File: config.mk
export PLATFORM = sky130hd
export DESIGN_NAME = clock_display_ctrl
export DESIGN_NICKNAME = d
export VERILOG_FILES = /design/src/rtl/clock_display_pkg.sv /design/src/rtl/bin2bcd_seq.sv /design/src/rtl/clock_display_ctrl.sv
export SDC_FILE = /design/constraint.sdc
export NUM_CORES = 1
export LEC_CHECK = 0
export ABC_AREA = 1
export CORE_UTILIZATION = 30
export DETAILED_ROUTE_END_ITERATION = 16
export PLACE_DENSITY = 0.43
export SYNTH_ARGS = -nofsm -noshare
export SYNTH_HDL_FRONTEND = slang
export SYNTH_SLANG_ARGS = --single-unit
File: constraint.sdc
create_clock -name clk -period 1.4 [get_ports clk]
set_input_delay 0.14 -clock clk [delete_from_list [all_inputs] [get_ports clk]]
set_output_delay 0.14 -clock clk [all_outputs]
set_load 0.1 [all_outputs]
File: src/rtl/clock_display_pkg.sv
// Shared types and constants for the clock display controller.
// Also holds the double-dabble nibble-adjust step used by the BCD engine.
package clock_display_pkg;

    typedef enum logic [1:0] {
        HHMMSS = 2'd0,
        YYMMDD = 2'd1,
        YYYYMM = 2'd2
    } mode_t;

    typedef enum logic [2:0] {
        IDLE,
        LOAD,
        SHIFT,
        STORE,
        COMMIT
    } state_t;

    localparam logic [3:0] PORT_SEC   = 4'd0;
    localparam logic [3:0] PORT_MIN   = 4'd1;
    localparam logic [3:0] PORT_HOUR  = 4'd2;
    localparam logic [3:0] PORT_DAY   = 4'd3;
    localparam logic [3:0] PORT_MONTH = 4'd4;
    localparam logic [3:0] PORT_YEAR  = 4'd5;

    localparam int SHIFT_CYCLES = 16;

    // Add 3 to every BCD nibble that is 5 or more, ahead of the next shift.
    function automatic logic [19:0] dd_adjust(input logic [19:0] b);
        logic [19:0] r;
        r = b;
        for (int i = 0; i < 5; i++) begin
            if (b[4*i +: 4] >= 4'd5) r[4*i +: 4] = b[4*i +: 4] + 4'd3;
        end
        return r;
    endfunction

endpackage

File: src/rtl/bin2bcd_seq.sv
// Serial double-dabble converter: one bit per cycle into five BCD nibbles.
// done pulses for one cycle once the last shift has landed in bcd.
module bin2bcd_seq
    import clock_display_pkg::*;
#(
    parameter int BIN_W = 16
) (
    input  logic             clk,
    input  logic             rstn,
    input  logic             start,
    input  logic [BIN_W-1:0] bin,
    output logic             done,
    output logic [19:0]      bcd
);

    logic [BIN_W-1:0] sh_bin;
    logic [19:0]      sh_bcd;
    logic [19:0]      adj_bcd;
    logic [4:0]       cnt;
    logic             run;

    assign adj_bcd = dd_adjust(sh_bcd);
    assign bcd     = sh_bcd;

    always_ff @(posedge clk or negedge rstn) begin
        if (!rstn) begin
            sh_bin <= '0;
            sh_bcd <= '0;
            cnt    <= '0;
            run    <= 1'b0;
            done   <= 1'b0;
        end else begin
            done <= 1'b0;
            if (start && !run) begin
                sh_bin <= bin;
                sh_bcd <= '0;
                cnt    <= '0;
                run    <= 1'b1;
            end else if (run) begin
                sh_bcd <= {adj_bcd[18:0], sh_bin[BIN_W-1]};
                sh_bin <= {sh_bin[BIN_W-2:0], 1'b0};
                cnt    <= cnt + 1'b1;
                if (cnt == 5'(BIN_W - 1)) begin
                    run  <= 1'b0;
                    done <= 1'b1;
                end
            end
        end
    end

endmodule

File: src/rtl/clock_display_ctrl.sv
// Captures time/date port writes, debounces mode buttons, and converts the
// selected fields to BCD one at a time, committing all six digits at once.
module clock_display_ctrl
    import clock_display_pkg::*;
#(
    parameter int DEBOUNCE_CYCLES = 100000,
    parameter int BIN_W           = 16
) (
    input  logic        clk,
    input  logic        rstn,
    input  logic        write_out,
    input  logic [3:0]  out_port,
    input  logic [15:0] out_data,
    input  logic        btn_hhmmss,
    input  logic        btn_yymmdd,
    input  logic        btn_yyyymm,
    output logic [3:0]  digit0,
    output logic [3:0]  digit1,
    output logic [3:0]  digit2,
    output logic [3:0]  digit3,
    output logic [3:0]  digit4,
    output logic [3:0]  digit5,
    output logic [1:0]  mode,
    output logic        busy
);

    localparam int DB_W = $clog2(DEBOUNCE_CYCLES + 1);

    logic [7:0]  sec_r, min_r, hour_r, day_r, month_r;
    logic [15:0] year_r;
    logic        valid_wr;

    assign valid_wr = write_out && (out_port <= PORT_YEAR);

    always_ff @(posedge clk or negedge rstn) begin
        if (!rstn) begin
            sec_r <= '0; min_r <= '0; hour_r <= '0;
            day_r <= '0; month_r <= '0; year_r <= '0;
        end else if (write_out) begin
            case (out_port)
                PORT_SEC:   sec_r   <= out_data[7:0];
                PORT_MIN:   min_r   <= out_data[7:0];
                PORT_HOUR:  hour_r  <= out_data[7:0];
                PORT_DAY:   day_r   <= out_data[7:0];
                PORT_MONTH: month_r <= out_data[7:0];
                PORT_YEAR:  year_r  <= out_data;
                default: ;
            endcase
        end
    end

    // Bit 0 hhmmss, bit 1 yymmdd, bit 2 yyyymm; lower index wins on ties.
    logic [2:0] btn_raw;
    logic [2:0] acc;
    assign btn_raw = {btn_yyyymm, btn_yymmdd, btn_hhmmss};

    for (genvar g = 0; g < 3; g++) begin : g_db
        logic [1:0]      sync;
        logic [DB_W-1:0] cnt;
        logic            acc_q;

        always_ff @(posedge clk or negedge rstn) begin
            if (!rstn) begin
                sync  <= '0;
                cnt   <= '0;
                acc_q <= 1'b0;
            end else begin
                sync  <= {sync[0], btn_raw[g]};
                acc_q <= sync[1] && (cnt == DB_W'(DEBOUNCE_CYCLES - 1));
                if (!sync[1])                            cnt <= '0;
                else if (cnt != DB_W'(DEBOUNCE_CYCLES))  cnt <= cnt + 1'b1;
            end
        end

        assign acc[g] = acc_q;
    end

    mode_t  mode_r, mode_lat;
    state_t state, state_nx;
    logic   dirty;

    assign mode = mode_r;

    always_ff @(posedge clk or negedge rstn) begin
        if (!rstn) begin
            mode_r <= HHMMSS;
            dirty  <= 1'b0;
        end else begin
            if (acc[0])      mode_r <= HHMMSS;
            else if (acc[1]) mode_r <= YYMMDD;
            else if (acc[2]) mode_r <= YYYYMM;
            // New work arriving on the edge that starts a run must not be lost.
            if (valid_wr || (|acc)) dirty <= 1'b1;
            else if (state == IDLE) dirty <= 1'b0;
        end
    end

    logic [1:0]       fidx;
    logic [4:0]       scnt;
    logic             last_field;
    logic             eng_start, eng_done;
    logic [BIN_W-1:0] eng_bin;
    logic [19:0]      eng_bcd;
    logic [5:0][3:0]  shadow, shadow_nx, digits;

    assign last_field = (mode_lat == YYYYMM) ? (fidx == 2'd1) : (fidx == 2'd2);

    bin2bcd_seq #(.BIN_W(BIN_W)) u_bcd (
        .clk   (clk),
        .rstn  (rstn),
        .start (eng_start),
        .bin   (eng_bin),
        .done  (eng_done),
        .bcd   (eng_bcd)
    );

    always_comb begin
        eng_bin = '0;
        if (mode_lat == HHMMSS) begin
            case (fidx)
                2'd0:    eng_bin = BIN_W'(hour_r);
                2'd1:    eng_bin = BIN_W'(min_r);
                default: eng_bin = BIN_W'(sec_r);
            endcase
        end else begin
            case (fidx)
                2'd0:    eng_bin = BIN_W'(year_r);
                2'd1:    eng_bin = BIN_W'(month_r);
                default: eng_bin = BIN_W'(day_r);
            endcase
        end
    end

    // Two-digit fields keep only tens/ones, which is exactly value mod 100.
    always_comb begin
        shadow_nx = shadow;
        if (mode_lat == YYYYMM) begin
            if (fidx == 2'd0) shadow_nx[5:2] = eng_bcd[15:0];
            else              shadow_nx[1:0] = eng_bcd[7:0];
        end else begin
            case (fidx)
                2'd0:    shadow_nx[5:4] = eng_bcd[7:0];
                2'd1:    shadow_nx[3:2] = eng_bcd[7:0];
                default: shadow_nx[1:0] = eng_bcd[7:0];
            endcase
        end
    end

    always_comb begin
        state_nx  = state;
        eng_start = 1'b0;
        case (state)
            IDLE:   if (dirty) state_nx = LOAD;
            LOAD: begin
                eng_start = 1'b1;
                state_nx  = SHIFT;
            end
            SHIFT:  if (scnt == 5'(SHIFT_CYCLES - 1)) state_nx = STORE;
            STORE:  state_nx = last_field ? COMMIT : LOAD;
            COMMIT: state_nx = IDLE;
            default: state_nx = IDLE;
        endcase
    end

    always_ff @(posedge clk or negedge rstn) begin
        if (!rstn) begin
            state    <= IDLE;
            fidx     <= '0;
            scnt     <= '0;
            mode_lat <= HHMMSS;
            busy     <= 1'b0;
            shadow   <= '0;
            digits   <= '0;
        end else begin
            state <= state_nx;
            case (state)
                IDLE: if (dirty) begin
                    fidx     <= '0;
                    mode_lat <= mode_r;
                    busy     <= 1'b1;
                end
                LOAD:  scnt <= '0;
                SHIFT: scnt <= scnt + 1'b1;
                STORE: begin
                    if (eng_done) shadow <= shadow_nx;
                    fidx <= fidx + 1'b1;
                end
                COMMIT: begin
                    digits <= shadow;
                    busy   <= 1'b0;
                end
                default: ;
            endcase
        end
    end

    assign digit0 = digits[0];
    assign digit1 = digits[1];
    assign digit2 = digits[2];
    assign digit3 = digits[3];
    assign digit4 = digits[4];
    assign digit5 = digits[5];

endmodule

# Yosys cells after proc, flatten, opt, wreduce, memory -nomap -nowiden
# Cells that the tools add are included.
word_totals:
  out_inout_bits: 27
  word_cells: 165
  inputBits: 26
  reg_bits: 223
classes:
  reduce_logical: 33
  eq_ne: 28
  n_mux: 48
  n_lt_le_gt_ge: 6
  add_sub_neg: 11
ops:
  columns: ["op", "count"]
  rows:
  - ["$mux W17", 6]
  - ["$mux W16", 4]
  - ["$add A17 B1 Y17 const B", 3]
  - ["$eq A17 B17 Y1 const B", 3]
  - ["$ne A17 B17 Y1 const B", 3]
  - ["$mux W20", 2]
  - ["$mux W8", 4]
  - ["$pmux W16 S2", 1]
  - ["$mux W24", 1]
  - ["$ge A4 B3 Y1 const B", 5]
  - ["$reduce_and A2 Y1", 10]
  - ["$add A4 B2 Y4 const B", 4]
  - ["$mux W4", 4]
  - ["$pmux W8 S2", 1]
  - ["$mux W3", 4]
  - ["$pmux W3 S4", 1]
  - ["$reduce_bool A2 Y1", 6]
  - ["$mux W1", 11]
  - ["$add A5 B1 Y5 const B", 2]
  - ["$eq A5 B4 Y1 const B", 2]
  - ["$mux W5", 2]
  - ["$ne A2 B1 Y1 const B", 5]
  - ["$pmux W5 S2", 1]
  - ["$eq A4 B2 Y1 const B", 2]
  - ["25 further kinds", 39]

# Logic depth before layout (Yosys ltp)
depth:
  depth_word: 4
  mapped_depth: 10
  depth_no_buf: 10

# Cells and area by module
# Synthesis repeated with hierarchy kept, for this count alone.
unflattened:
  cells_unflattened: 1323
  area_unflattened_um2: 10757.8
modules_own_cells:
  columns: ["module", "area_per_inst_um2", "n_inst", "seq_area_each_um2", "cells_each"]
  rows:
  - ["clock_display_ctrl", 8461.9, 1, 4504.3, 1037]
  - ["bin2bcd_seq", 2296.0, 1, 1076.0, 286]

# Worst setup path before layout
# Ideal clock, no wire load.
synth_path:
  path_type: "reg2reg"
  startpoint: "register fidx[0]"
  endpoint: "register u_bcd.sh_bin[3]"
  required_time_ps: 1335
  slack_ps: -123
  arrival_ps: 1459
  synth_period_minus_slack_ps: 1523
  path_buffers: 2
  stages_incl_launch_ff: 10
  setup_ps: 65
  cell_sequence: "dfrtp_1 -> inv_1 -> ha_1 -> buf_2 -> nor2_1 -> clkbuf_1 -> nand2_1 -> nand3_1 -> nand3_1 -> nand2_1"
synth_via:
  elab_chain_len: 4
  word_cells_on_any_way: 6
  classes_between: "eq/ne: 1; mux: 4; reduce/logical: 1"
synth_rtl:
  columns: ["item", "line", "source"]
  rows:
  - ["from (decl)", "clock_display_ctrl.sv:98", "logic [1:0] fidx;"]
  - ["from (signal assigned)", "clock_display_ctrl.sv:186", "fidx <= fidx + 1'b1;"]
  - ["$eq A2 B1 Y1 / $logic_not A2 Y1 (equally long branches)", "clock_display_ctrl.sv:120, clock_display_ctrl.sv:126", null]
  - ["$pmux W16 S2 / $pmux W8 S2 (equally long branches)", "clock_display_ctrl.sv:126, clock_display_ctrl.sv:120", null]
  - ["$mux W16 (*)", "clock_display_ctrl.sv:119", "if (mode_lat == HHMMSS) begin"]
  - ["$mux W16 (*)", "bin2bcd_seq.sv:34", "if (start && !run) begin"]
  - ["to (signal assigned)", "bin2bcd_seq.sv:35", "sh_bin <= bin;"]
  - ["to (signal assigned)", "bin2bcd_seq.sv:41", "sh_bin <= {sh_bin[BIN_W-2:0], 1'b0};"]
  - ["to (decl)", "bin2bcd_seq.sv:16", "logic [BIN_W-1:0] sh_bin;"]
# Mark *: on every way between the ends. The rest lies on a longest branch, timed or not.
# A chain may end at the register's enable or synchronous reset.

# Final worst setup path
layout_path:
  startpoint: "register fidx[1]"
  endpoint: "register u_bcd.sh_bin[0]"
# The elaborated chain is that of the path after synthesis.

==> qor.csv <==
metric,value,unit
number of global-route vias before repair,8663,
"Cell Chain, Critical Path",inv_2 > ha_2 > nor2_4 > buf_6 > a21oi_1 > nand3_1 > nand3_1 > nand2_1,
Syn Nets,1385,
critical path class,reg2reg,
Post-Synthesis Cells,1337,
clock share of power,45.7,%
P&R area growth vs syn,31.95,%
area of placed instances,12570,um^2
FP Rows,68,
Final Slew Violations,0,
Final Net Count,1530,
kind of end point of the critical path,flop,
pwr/cell area,1130,nW/um^2
CTS tree,done,
clk_lat worst skew,530,ps
GR Overflow Total,0,
Comb pwr share,8.7,%
TritonCTS Sinks,219,
Max-Slew Margin vs Limit,70.57,%
yosys warns,0,
status,"finished, final reports clean",
Reg power frac,45.6,%
register bit total from synthesis,219,
Final Instance Area,13870,um^2
Multi-input gate area,4493,um^2
NetSw,3697,uW
Post-synth ARST share,100.0,%
leading post-synthesis cells by cell area,"dfrtp_1, nand2_1, o21ai_0",
Final Cycle Share,98.91,%
Post-synth EDFFs,0,
H-tree levels,1,
Reg area,5485,um^2
chip height,189.2,um
clock buffer depth,3,
highest cell delay on the worst timing path,390,ps
Sw Ratio,23.57,%
first-pass detailed-route iteration total,5,
IO buf count,52,
gr usage total,14.92,%
post-route setup TNS,0,ps
Setup crit start kind,flop,
WP data arrival,1800,ps
HP Class,in2reg,
die width,189.2,um
share of layout cells above drive strength 1,17.20,%
Peak Freq,722.1,MHz
largest net degree at the start of global routing,47,
mean post-synth cell area,7.865,um^2
first-pass GRT wire length,43860,um
Worst path depth,8,
total CTS buffers,27,
clk_skew,14.35,ps
P_int,11990,uW
DRC Markers,0,
Core Region,34540,um^2
top-count cell post-synth,nand2_1,
sequential-to-total area share from yosys stat,52.12,%
DPL Wire Length,18010,um
worst vdd ir,0.8806,mV
Worst Setup SP,fidx[1],
leakage,0.006490,uW
crit path capture,u_bcd.sh_bin[0],
top-area cell type share of the netlist area,52.12,%
"Top FF cell, synth",dfrtp_1,
WL final,25530,um
"most used cell, CP",nand3_1,
post-route setup slack,15.20,ps
r2r endpoint,u_bcd.sh_bin[0],
synth cell count leaders,"nand2_1, dfrtp_1, inv_1, nor2_1, o21ai_0",
DIE AREA,35800,um^2
root buffer cell,clkbuf_16,
Starting Density,30.44,%
Ant. Diodes,0,
remaining antenna violation count,0,
Slew @ Worst Pin,441.4,ps
CP top delay family,flip-flops,
via count,8650,
post-place setup slack,-178.4,ps
"Slowest-stage cell, CP",dfrtp_1,
Yosys top cell by area,dfrtp_1,
Reg2Reg Depth,8,
initial antenna violation count,0,
Crit Path Max Fanout,10,
clock-pin slew on the worst setup and hold paths,60,ps
synth unique cells,36,
1st-iter DRT viols,442,
Tmin final,1385,ps
vias per cell,4.425,
Routed wire per std cell,13.06,um
I/O pins,53,
RSZ-0062 raised after global routing,yes,
Final Setup Violations,0,
WP data required,1820,ps
"reg-to-reg slack, setup",20,ps
synthesized area,10520,um^2
Fin. Hold Viols,0,
max cap viols,0,
Worst Path Buf+Inv,2,
reg2reg start,fidx[1],
RePlAce Congestion,0.7907,
Fill cells,3618,
## what timing repair did
action,in CTS,in global routing
setup endpoints to repair,33,80
hold buffers,1,0
cloned,1,0
gates resized for setup,14,105
pin swaps,2,13
buffers inserted,0,8
endpoints found under the hold margin,219,0
## worst min path at each step
stage,depth (start not counted),from,to
after global placement,1,rstn,digit2[3]
after floorplan,0,rstn,busy
after CTS,1,btn_yymmdd,g_db[1].sync[0]
final,1,btn_yyyymm,g_db[2].sync[0]
after detailed placement,1,rstn,digit2[3]
after global routing,1,btn_hhmmss,g_db[0].sync[0]
## per-stage QoR
step	instances	util, %	power [uW]	hold WS, ps
final	1955	40.17	15680	46.19
after global routing	1955	40.17	16560	30.36
after CTS	1948	39.24	15930	14.79
after detailed placement	1899	36.40	8560	102.1
after global placement	1899	36.40	8532	103.1
after floorplan	1337	-	7943	-155.6
## layout make-up
type / instances / share of cell area [%]
flip-flops and latches: 219 / 39.53
multi-input cells: 910 / 32.38
repair buffers: 149 / 12.63
clock buffers: 39 / 5.555
inverters: 175 / 4.789
well taps: 455 / 4.103
clock inverters: 8 / 1.010
## placed cells by master, fill, tap and decap left out, types with 3 or more instances in the layout
| master | Yosys | routed |
|---|---|---|
| xor2_1 | 9 | 9 |
| nand2_1 | 391 | 370 |
| clkbuf_8 | 0 | 5 |
| o21bai_1 | 5 | 5 |
| inv_4 | 0 | 3 |
| buf_6 | 3 | 10 |
| nand3_2 | 0 | 3 |
| nand3_1 | 79 | 76 |
| inv_1 | 171 | 154 |
| clkbuf_1 | 23 | 7 |
| clkdlybuf4s50_1 | 0 | 24 |
| clkinv_2 | 0 | 4 |
| o21ai_0 | 143 | 129 |
| inv_2 | 2 | 16 |
| o21ai_1 | 0 | 10 |
| ha_1 | 22 | 13 |
| o21ai_2 | 4 | 8 |
| a21oi_1 | 32 | 32 |
| ha_2 | 0 | 5 |
| nand2_4 | 1 | 4 |
| dfrtp_2 | 0 | 4 |
| nor2_1 | 165 | 148 |
| ha_4 | 0 | 4 |
| clkbuf_16 | 0 | 27 |
| nand4_1 | 18 | 18 |
| nor2_2 | 1 | 11 |
| nand2_2 | 0 | 18 |
| nor2_4 | 2 | 9 |
| o22ai_1 | 13 | 12 |
| buf_12 | 0 | 42 |
| buf_4 | 0 | 71 |
| bufinv_16 | 0 | 4 |
| nor3_1 | 8 | 6 |
| dfrtp_1 | 219 | 215 |
## power groups by stage
stage	combinational, uW	sequential [uW]	clock (uW)
floorplan	760	7180	0
global placement	1290	7250	0
detailed placement	1310	7250	0
CTS	1320	7150	7460
global route	1610	7220	7740
finish	1360	7150	7170
## worst reg2reg max path: cells and delay by family, from the launching register on
family                     cells  cell delay [ps]
AOI/OAI and AO/OA              1              120
buffers and inverters          2              240
DFF                            1              390
and+or+nand+nor                4              280
adders and majority gates      1              230
## sequential cells by signal, indices dropped and copies added, names as in the netlist, 5 cells and up
name and count:
g_db.sync 6, min_r 8, sec_r 8, year_r 16, day_r 8, g_db.cnt 51
hour_r 8, scnt 5, shadow 24, u_bcd.sh_bin 16, u_bcd.bcd 16, u_bcd.cnt 5
month_r 8
## metal layers
metal | wire length [um] | track usage, % | up-vias
met4 | 500 | 3.288 | 0
met5 | 0 | 0 | -
met3 | 937 | 2.799 | 31
met2 | 11270 | 23.74 | 92
met1 | 12820 | 20.99 | 3993
li1 | - | - | 4534
## cell families after synthesis
group	after synthesis	synth area share, %
AOI/OAI and AO/OA	205	10.36
buffers and inverters	209	7.853
DFF	219	52.12
adders and majority gates	22	2.618
xor gates and xnor gates	10	0.8330
and+or+nand+nor	672	26.21
No activity file was read; power rests on OpenSTA's default activity.
